<file path="config.mk">
export PLATFORM = sky130hd
export DESIGN_NAME = sid_pot_multi
export DESIGN_NICKNAME = d
export VERILOG_FILES = /design/src/rtl/sid_pot_multi.sv
export SDC_FILE = /design/constraint.sdc
export NUM_CORES = 1
export LEC_CHECK = 0
export BUFFER_PORTS_ARGS = -buffer_cell sky130_fd_sc_hd__buf_2
export CORE_AREA = 5 5 72 74
export CTS_CLUSTER_DIAMETER = 40
export DETAILED_ROUTE_END_ITERATION = 8
export DIE_AREA = 0 0 77 79
export PLACE_DENSITY_LB_ADDON = 0.2
export RECOVER_POWER = 50
export SLEW_MARGIN = 10
export SYNTH_ARGS = -nofsm -noshare
export SYNTH_HDL_FRONTEND = slang
export SYNTH_SLANG_ARGS = --single-unit
</file>
<file path="constraint.sdc">
create_clock -name CLK -period 3.6 [get_ports CLK]
set_clock_uncertainty 0.1 [all_clocks]
set_input_delay 0.54 -clock CLK [delete_from_list [all_inputs] [get_ports CLK]]
set_output_delay 0.54 -clock CLK [all_outputs]
set_load 0.02 [all_outputs]
</file>
<file path="src/rtl/sid_pot_multi.sv">
// Multi-channel SID paddle reader: discharge all pots, time each rise over a 2**DATA_W tick window, publish together.
// Optional SID_POT_FILTER_EN averages each new reading with the previous one (round-half-up).
module sid_pot_multi #(
  parameter int CHANNELS        = 2,
  parameter int DATA_W          = 8,
  parameter int DISCHARGE_TICKS = 256,
  parameter int SYNC_STAGES     = 2
) (
  input  logic                       CLK,
  input  logic                       RESETn,
  input  logic                       CLKen,
  input  logic                       ENABLE,
  input  logic [CHANNELS-1:0]        POT_IN,
  output logic [CHANNELS-1:0]        POT_OE,
  output logic [CHANNELS*DATA_W-1:0] DATA,
  output logic                       VALID,
  output logic [CHANNELS-1:0]        TIMEOUT
);

  localparam int DIS_W = $clog2(DISCHARGE_TICKS + 1);
  localparam int CNT_W = (DIS_W > DATA_W) ? DIS_W : DATA_W;
  localparam logic [CNT_W-1:0] DIS_LAST  = CNT_W'(DISCHARGE_TICKS - 1);
  localparam logic [CNT_W-1:0] MEAS_LAST = CNT_W'({DATA_W{1'b1}});

  typedef enum logic [1:0] {
    S_DISCHARGE,
    S_MEASURE,
    S_PUBLISH
  } state_t;

  state_t                    state;
  logic [CNT_W-1:0]          cnt;
  logic [CHANNELS-1:0]       sync_q [SYNC_STAGES];
  logic [CHANNELS-1:0]       pot_s;
  logic [CHANNELS-1:0]       flag_q;
  logic [DATA_W-1:0]         cap_q [CHANNELS];
  logic [DATA_W-1:0]         new_val;
  logic [CHANNELS*DATA_W-1:0] next_data;
`ifdef SID_POT_FILTER_EN
  logic                      first_q;
  logic [DATA_W:0]           avg;
`endif

  always_ff @(posedge CLK or negedge RESETn) begin
    if (!RESETn) begin
      for (int s = 0; s < SYNC_STAGES; s++) sync_q[s] <= '0;
    end else begin
      sync_q[0] <= POT_IN;
      for (int s = 1; s < SYNC_STAGES; s++) sync_q[s] <= sync_q[s-1];
    end
  end

  assign pot_s = sync_q[SYNC_STAGES-1];

  // Uncaptured channels report all-ones; the filter treats them as that value too.
  always_comb begin
    next_data = '0;
    new_val   = '0;
`ifdef SID_POT_FILTER_EN
    avg       = '0;
`endif
    for (int i = 0; i < CHANNELS; i++) begin
      new_val = flag_q[i] ? cap_q[i] : {DATA_W{1'b1}};
`ifdef SID_POT_FILTER_EN
      avg = {1'b0, DATA[i*DATA_W +: DATA_W]} + {1'b0, new_val} + {{DATA_W{1'b0}}, 1'b1};
      next_data[i*DATA_W +: DATA_W] = first_q ? new_val : avg[DATA_W:1];
`else
      next_data[i*DATA_W +: DATA_W] = new_val;
`endif
    end
  end

  always_ff @(posedge CLK or negedge RESETn) begin
    if (!RESETn) begin
      state   <= S_DISCHARGE;
      cnt     <= '0;
      POT_OE  <= '1;
      DATA    <= '0;
      VALID   <= 1'b0;
      TIMEOUT <= '0;
      flag_q  <= '0;
      for (int i = 0; i < CHANNELS; i++) cap_q[i] <= '0;
`ifdef SID_POT_FILTER_EN
      first_q <= 1'b1;
`endif
    end else begin
      VALID <= 1'b0;
      case (state)
        S_DISCHARGE: begin
          POT_OE <= '1;
          // Counter parks at the last tick while disabled so measurement starts promptly on re-enable.
          if (CLKen) begin
            if (cnt >= DIS_LAST) begin
              if (ENABLE) begin
                cnt    <= '0;
                flag_q <= '0;
                POT_OE <= '0;
                state  <= S_MEASURE;
              end
            end else begin
              cnt <= cnt + CNT_W'(1);
            end
          end
        end
        S_MEASURE: begin
          if (!ENABLE) begin
            cnt    <= '0;
            POT_OE <= '1;
            state  <= S_DISCHARGE;
          end else begin
            for (int i = 0; i < CHANNELS; i++) begin
              if (pot_s[i] && !flag_q[i]) begin
                cap_q[i]  <= cnt[DATA_W-1:0];
                flag_q[i] <= 1'b1;
              end
            end
            if (CLKen) begin
              if (cnt == MEAS_LAST) state <= S_PUBLISH;
              else                  cnt   <= cnt + CNT_W'(1);
            end
          end
        end
        S_PUBLISH: begin
          DATA    <= next_data;
          TIMEOUT <= ~flag_q;
          VALID   <= 1'b1;
          cnt     <= '0;
          POT_OE  <= '1;
          state   <= S_DISCHARGE;
`ifdef SID_POT_FILTER_EN
          first_q <= 1'b0;
`endif
        end
        default: begin
          cnt    <= '0;
          POT_OE <= '1;
          state  <= S_DISCHARGE;
        end
      endcase
    end
  end

endmodule

</file>
### After elaboration in Yosys (flattened, before gate mapping)

Index checks and enable logic that the tools add are counted.

* $add $sub $neg: 1
* bitwise gates (word level): 1
* eq/ne operators: 14
* multiplexer cells: 29
* order comparisons: 1
* reduce and logical (&&, ||, !) cells: 12

Operators with widths (count)
* $mux W9: 6
* $mux W2: 14
* $pmux W9 S2: 1
* $mux W8: 2
* $ne A2 B2 Y1 const B: 7
* $ne A3 B3 Y1 const B: 4
* $pmux W2 S2: 3
* $reduce_and A6 Y1: 2
* $add A9 B1 Y9 const B: 1
* $eq A9 B8 Y1 const B: 1
* $ge A9 B8 Y1 const B: 1
* $reduce_and A3 Y1: 2
* $reduce_and A5 Y1: 1
* $reduce_and A4 Y1: 1
* $mux W1: 3
* $eq A2 B1 Y1 const B: 1
* $eq A2 B2 Y1 const B: 1
* $logic_and A1 B1 Y1: 2
* $logic_not A1 Y1: 2
* $logic_not A2 Y1: 1
* $not A2 Y2: 1
* $reduce_bool A2 Y1: 1

* input bits: 6
* word-level logic and storage cells: 70
* register bits: 54
* output and inout port bits: 21

### Depth between registers and ports, before layout

Gate-level depths: netlist of the first run.

* depth in word-level cells: 5
* depth in mapped cells: 10
* mapped depth without buffers: 8

### Least setup slack after synthesis of the first run

OpenSTA, ideal clock, no wires.

* path type: register to register
* start point: register cnt[0]
* end point: register cnt[2]
* data required time: 3.413 ns
* setup slack: 1.434 ns
* path buffers: 1
* cell stages (with the launch flop): 10
* setup time: 0.087 ns
* arrival time: 1.979 ns
* clock period less this slack: 2.166 ns
* cell sequence: dfrtp_1 -> ha_1 -> nand3_1 -> nor2_1 -> ha_1 -> or4_4 -> o21ai_4 -> buf_4 -> nand4_1 -> o211ai_1

* cells in the longest elaborated chain, start to end: 5
* elaborated cells between the ends (all ways): 12
* classes of those cells: add/sub (1); order compare (1); eq/ne (3); mux (6); reduce/logical (1)

Ends and longest elaborated chain
* start, declared: RTL line 32 `logic [CNT_W-1:0] cnt;`
* start signal, assigned: RTL line 101 `cnt <= cnt + CNT_W'(1);`
* start signal, assigned: RTL line 119 `else cnt <= cnt + CNT_W'(1);`
* $add A9 B1 Y9: RTL line 101, 119
* $mux W9: RTL line 118 `if (cnt == MEAS_LAST) state <= S_PUBLISH;`
* $mux W9: RTL line 117 `if (CLKen) begin`
* $mux W9: RTL line 106 `if (!ENABLE) begin`
* $pmux W9 S2: RTL line 88 `case (state)`

Parallel ways exist; a longest one is shown, timed or not. The select of a mux whose other input is x is not followed.
A chain may end at the register's enable or synchronous reset.

### Worst setup path in the final report of the first run

* start point: register cnt[0]
* end point: register cnt[5]

The elaborated chain is that of the path after synthesis.

==> out/metrics.csv, run 1 <==
metric;value;unit
min_period;2436;ps
placed_cells;280;
first_global_vias;1513;
synthAdderAreaFrac;1.067;%
utilization;57.21;%
synth_compound_area_share;10.78;%
place_congestion;0.8181;
grt_max_degree;40;
whs;241.2;ps
grt_usage;15.10;%
finalSetupViolations;0;
syn_area_per_cell;11.17;µm²
grt_pass1_wl;7.403;mm
route.detailed.drc;0;
core;4536;µm²
worst_path_max_delay_cell;dfrtp_1;
crit_path_end_kind;flip-flop;
drive_gt1_share;23.08;%
insertion_delay;300;ps
synth_top_area_share;55.50;%
power_frac_seq;50.8;%
r2r-start;cnt[0];
muxShareOfSynthArea;8.965;%
period_share;67.68;%
worstSetupPathType;flip-flop to flip-flop;
crit_fanout;14;
maxCapViolCount;1;
dp_hpwl;2.946;mm
synth_xor_xnor_area_share;0;%
clkSinkCount;53;
ys_types;39;
synth-edff-count;0;
startpoint_type;flip-flop;
ys_ff_latch;53;
ios;27;
reg2reg_depth;8;
cts.clk_slew.worst_paths;90;ps
syn2layout_area_growth;10.67;%
violations;capacitance limit, slew limit;
post_cts_resized;0;
switchingPower;603.0;µW
yosys.area_share.simple;18.62;%
drt_first_pass_iters;5;
cpPeakStageDelay;460;ps
holdPathEnd;sync_q[2];
cts.path.max_buffers;2;
critPathRequiredTime;3740;ps
r2r-end;cnt[5];
fin_total_pwr;1.830;mW
regToRegSetupSlack;1160;ps
crit_path_frequent_cell;ha_1;
slew_headroom;-35.30;%
synth_most_common_cell;dfrtp_1;
root_buffer;clkbuf_8;
antenna_found_initial;0;
antennaDiodeCount;0;
start_util;51.70;%
setup_tns;0;ps
arrival;2570;ps
ir_worst_vdd;0.3557;mV
synth_common_cells;52 x dfrtp_1, 24 x nand2_1, 21 x o21ai_0;
yosysWarnings;0;
hold_class;input port to flip-flop;
worstPathCellList;ha_1 -> nand3_1 -> nor2_1 -> ha_1 -> or4_4 -> o21ai_4 -> and4b_1 -> a211o_1;
rows;25;
slew_viol_final;40;
dieHeight;79;µm
post_cts_buffers;0;
hold_start;POT_IN[0];
synthCells;210;
portBuffers;26;
synth_top_family_by_area;simple AND/OR/NAND/NOR gates;
clock_power_share;22.5;%
async_flop_share;100.0;%
combPwrFrac;26.8;%
postCtsHoldBufs;0;
synthTopCellsByArea;dfrtp_1 55%, mux2_2 7.7%, o21ai_0 4.5%;
intPower;1.227;mW
p_leak;1.239;nW
switching_share;32.95;%
cts_tree;yes;
wirelength;4.116;mm
post_layout_nonfiller_instances;288;
via_per_inst;5.146;
ant_nets;0;
dieArea;6083;µm²
cts-buffers-inserted;5;
ys.flop_type;dfrtp_1;
rsz0062_at_grt;no;
synth_fp_nets;218;
tightestPinTransition;2030;ps
outcome;finished, violations left;
synth_area;2345;µm²
grt-ovfl-total;0;
drt-initial-drc-count;66;
max_freq;410.4;MHz
worstHoldPathCells;1;
hold_violations;0;
fin_nets;241;
yosysTopAreaCell;dfrtp_1;
htreeDepth;2;
power.density;705.3;nW/µm²
die_w;77;µm
vias;1482;
wl_per_cell;14.29;µm
synth_seq_area_share;56.62;%
## metrics by stage
stage | instance area [µm²] | worst slack (ps)
3_5_place_dp | 2491 | 1180
3_3_place_gp | 2491 | 1256
2_1_floorplan | 2345 | 1434
5_1_grt | 2595 | 583.4
6_report | 2595 | 1164
4_1_cts | 2608 | 1147
## cells by family (layout without fill, tap and decap cells)
family	after synthesis	count (layout)
AO/OA/AOI/OAI	41	41
adder cells (fa/ha/maj)	2	2
flip-flops	53	53
buffers and inverters	20	44
AND/OR/NAND/NOR	75	75
multiplexers	19	19
## power by group through the flow
stage / Clock (mW) / Combinational, mW / Sequential, mW
6_report: 0.411 / 0.490 / 0.929
5_1_grt: 0.451 / 0.549 / 0.959
4_1_cts: 0.418 / 0.500 / 0.932
3_5_place_dp: 0 / 0.499 / 0.944
3_3_place_gp: 0 / 0.483 / 0.935
2_1_floorplan: 0 / 0.400 / 0.907
## per-layer routing
metal,global-route usage [%],share of wire [%],vias up
met5,0,0,-
met4,4.296,1.2,0
met3,3.401,4.7,5
met2,24.02,46,28
met1,20.88,48,688
li1,-,-,761
## worst max-delay path, delay by kind of cell, from the launching register on
| family | cells | cell delay [ps] |
|---|---|---|
| flops | 1 | 460 |
| simple gates | 4 | 900 |
| fa+ha+maj | 2 | 490 |
| compound gates | 2 | 410 |
## cell type report
| cell class | count | area, µm² |
|---|---|---|
| fillers | 407 | 1941 |
| flip-flops and latches | 53 | 1328 |
| multi-input cells | 137 | 924.6 |
| repair buffers | 27 | 125.1 |
| clock buffers | 7 | 86.33 |
| well taps | 54 | 67.56 |
| inverters | 9 | 33.78 |
| clock inverters | 1 | 30.03 |
## worst max path at each step
stage	startpoint	endpoint	slack, ps	cells past startpoint
3_5_place_dp	cnt[0]	cnt[8]	1180	8
4_1_cts	cnt[0]	cnt[1]	1150	8
2_1_floorplan	cnt[0]	cnt[2]	1430	9
6_report	cnt[0]	cnt[5]	1160	8
5_1_grt	RESETn	DATA[8]	580	2
3_3_place_gp	cnt[0]	cnt[5]	1260	8
## flip-flops by register name, indices dropped and copies added, names as in the netlist
register  flops
flag_q        2
VALID         1
cap_q        16
state         2
sync_q        2
cnt           9
TIMEOUT       2
pot_s         2
DATA         16
POT_OE        1
## placed cells by master (no fill, tap or decap), types with 2 or more instances in the layout
cell,count
a21oi_1,7
o21ai_0,21
mux2_2,16
clkbuf_8,6
inv_1,9
dfrtp_1,52
mux2i_1,3
nand2_1,24
buf_2,19
nor3b_4,2
nand4_2,2
clkbuf_1,9
ha_1,2
nand3_1,9
nor2b_1,16
nor2_1,9
a22o_1,2
o211ai_1,4
nand2b_1,2
(Power assumes the default switching activity.)
==> run 2: changes to the inputs <==
Settings changed: ABC_AREA set to 1, CORE_AREA 5 5 72 74 to 5 5 74 76, DIE_AREA 0 0 77 79 to 0 0 79 81.
Clock period 3.6 ns to 2.2 ns, I/O delays scaled along.
==> out/metrics.csv, run 2 <==
metric;value;unit;change
rows;25;;unchanged
hold_violations;0;;unchanged
post-place-ws;126.3;ps;was 1180 ps
synth_seq_area_share;57.20;%;was 56.62%
fin_ws;207.1;ps;was 1164 ps
p_leak;1.311;nW;was 1.239 nW
antennaDiodeCount;0;;unchanged
antenna_found_initial;0;;unchanged
cts-buffers-inserted;5;;unchanged
grt-ovfl-total;0;;unchanged
hold_class;input port to flip-flop;;unchanged
grt_max_degree;28;;was 40
vias;1714;;was 1482
async_flop_share;100.0;%;unchanged
setup_tns;0;ps;unchanged
min_period;1993;ps;was 2436 ps
maxCapViolCount;0;;was 1
portBuffers;26;;unchanged
drive_gt1_share;13.80;%;was 23.08%
synthCells;261;;was 210
syn_area_per_cell;8.893;µm²;was 11.17 µm²
final_common_cell;nand2_1;;was dfrtp_1
top_regs;DATA x16, cap_q x16, cnt x9;;unchanged
dp_hpwl;3.148;mm;was 2.946 mm
crit_fanout;11;;was 14
hold_start;POT_IN[1];;was POT_IN[0]
slew_viol_final;0;;was 40
drt-initial-drc-count;67;;was 66
utilization;56.40;%;was 57.21%
startpoint_type;flip-flop;;unchanged
wirelength;4.344;mm;was 4.116 mm
dieArea;6399;µm²;was 6083 µm²
worstSetupPathType;flip-flop to flip-flop;;unchanged
arrival;2150;ps;was 2570 ps
fin_total_pwr;2.024;mW;was 1.830 mW
synth_area;2321;µm²;was 2345 µm²
cts.path.max_buffers;2;;unchanged
yosysWarnings;0;;unchanged
synth_fp_nets;269;;was 218
dieHeight;81;µm;was 79 µm
final_area;2629;µm²;was 2595 µm²
synth_common_cells;58 x nand2_1, 52 x dfrtp_1, 33 x nor2_1;;was 52 x dfrtp_1, 24 x nand2_1, 21 x o21ai_0
ant_nets;0;;unchanged
yosysTopAreaCell;dfrtp_1;;unchanged
ios;27;;unchanged
ys_ff_latch;53;;unchanged
via_per_inst;4.883;;was 5.146
fin_nets;304;;was 241
die_w;79;µm;was 77 µm
grt_pass1_wl;7.458;mm;was 7.403 mm
root_buffer;clkbuf_8;;unchanged
syn2layout_area_growth;13.26;%;was 10.67%
slew_headroom;45.16;%;was -35.30%
power.density;769.8;nW/µm²;was 705.3 nW/µm²
grt_usage;14.92;%;was 15.10%
finalSetupViolations;0;;unchanged
critPathRequiredTime;2350;ps;was 3740 ps
first_global_vias;1634;;was 1513
outcome;finished, final reports clean;;was finished, violations left
post_layout_nonfiller_instances;351;;was 288
insertion_delay;310;ps;was 300 ps
htreeDepth;2;;unchanged
drt_first_pass_iters;4;;was 5
synthTopCellsByArea;dfrtp_1 56%, nand2_1 9.4%, nor2_1 5.3%;;was dfrtp_1 55%, mux2_2 7.7%, o21ai_0 4.5%
cts_tree;yes;;unchanged
ys_types;26;;was 39
r2r-start;cnt[0];;unchanged
start_util;49.80;%;was 51.70%
period_share;90.58;%;was 67.68%
cts.clk_slew.worst_paths;90;ps;about the same
mostFrequentLayoutCells;57 x nand2_1, 52 x dfrtp_1, 33 x nor2_1;;was 52 x dfrtp_1, 24 x nand2_1, 21 x o21ai_0
placed_cells;342;;was 280
max_freq;501.8;MHz;was 410.4 MHz
ys.flop_type;dfrtp_1;;unchanged
place_area;2536;µm²;was 2491 µm²
wl_per_cell;12.38;µm;was 14.29 µm
clkSinkCount;53;;unchanged
crit_path_end_kind;flip-flop;;unchanged
synth_top_area_share;56.06;%;was 55.50%
route.detailed.drc;0;;unchanged
startpoint;cnt[0];;unchanged
ir_worst_vdd;0.3178;mV;was 0.3557 mV
synth-edff-count;0;;unchanged
place_congestion;0.7833;;was 0.8181
whs;29.39;ps;was 241.2 ps
core;4661;µm²;was 4536 µm²
tightestPinTransition;822.6;ps;was 2030 ps
synth_most_common_cell;nand2_1;;was dfrtp_1
run 2: kinds of logic (layout without fill, tap and decap cells):
| group | count (synthesis) | count (layout) | share of synthesized area [%] |
|---|---|---|---|
| buf+inv | 43 | 79 | 8.140 |
| fa+ha+maj | 2 | 2 | 1.078 |
| simple gates | 116 | 116 | 22.59 |
| flops | 53 | 53 | 57.20 |
| compound gates | 44 | 44 | 9.865 |
| xor+xnor | 3 | 3 | 1.132 |
run 2: final cells by class:
| type | count | area, µm² |
|---|---|---|
| fillers | 423 | 2032 |
| flip-flops and latches | 53 | 1328 |
| multi-input cells | 165 | 807.0 |
| repair buffers | 38 | 191.4 |
| inverters | 33 | 123.9 |
| clock buffers | 6 | 72.57 |
| well taps | 54 | 67.56 |
| clock inverters | 2 | 38.79 |
run 2: path summary, 6_finish.rpt:
kind,slack [ps],endpoint,cells past startpoint
setup / recovery,210,cnt[0],11
hold / removal,30,sync_q[3],1
setup reg to reg,210,cnt[0],11
hold reg to reg,250,pot_s[1],0
max in group asynchronous,520,DATA[11],3
min in group asynchronous,450,cnt[6],2
run 2: worst max-delay path, cell delays in order, from the launching register on:
cell and delay, ps:
dfrtp_1 390, ha_1 230, nand4_1 150, nor3_1 70, ha_1 210, nor2_1 190, nand2_1 120, nand2_1 110
nand2_2 140, nor2_1 120, nand2_1 50, nand2_1 50
run 2: per-layer routing:
metal	vias up	global-route usage [%]	share of wire, %
li1	887	-	-
met3	7	3.437	4.0
met2	33	25.76	45
met5	-	0	0
met1	787	18.47	49
met4	0	5.155	1.5
run 2: what timing repair did:
item	in CTS	in global routing
buffers inserted	0	0
endpoints found under the setup margin	0	8
endpoints found under the hold margin	24	0
hold buffers	1	0
resized for setup	0	1
run 2: report_power, final:
group | switching, mW | total (mW) | leakage, nW | internal (mW)
Clock | 0.310 | 0.652 | 0.0554 | 0.342
Sequential | 0.0316 | 1.07 | 0.678 | 1.03
Combinational | 0.179 | 0.306 | 0.578 | 0.127
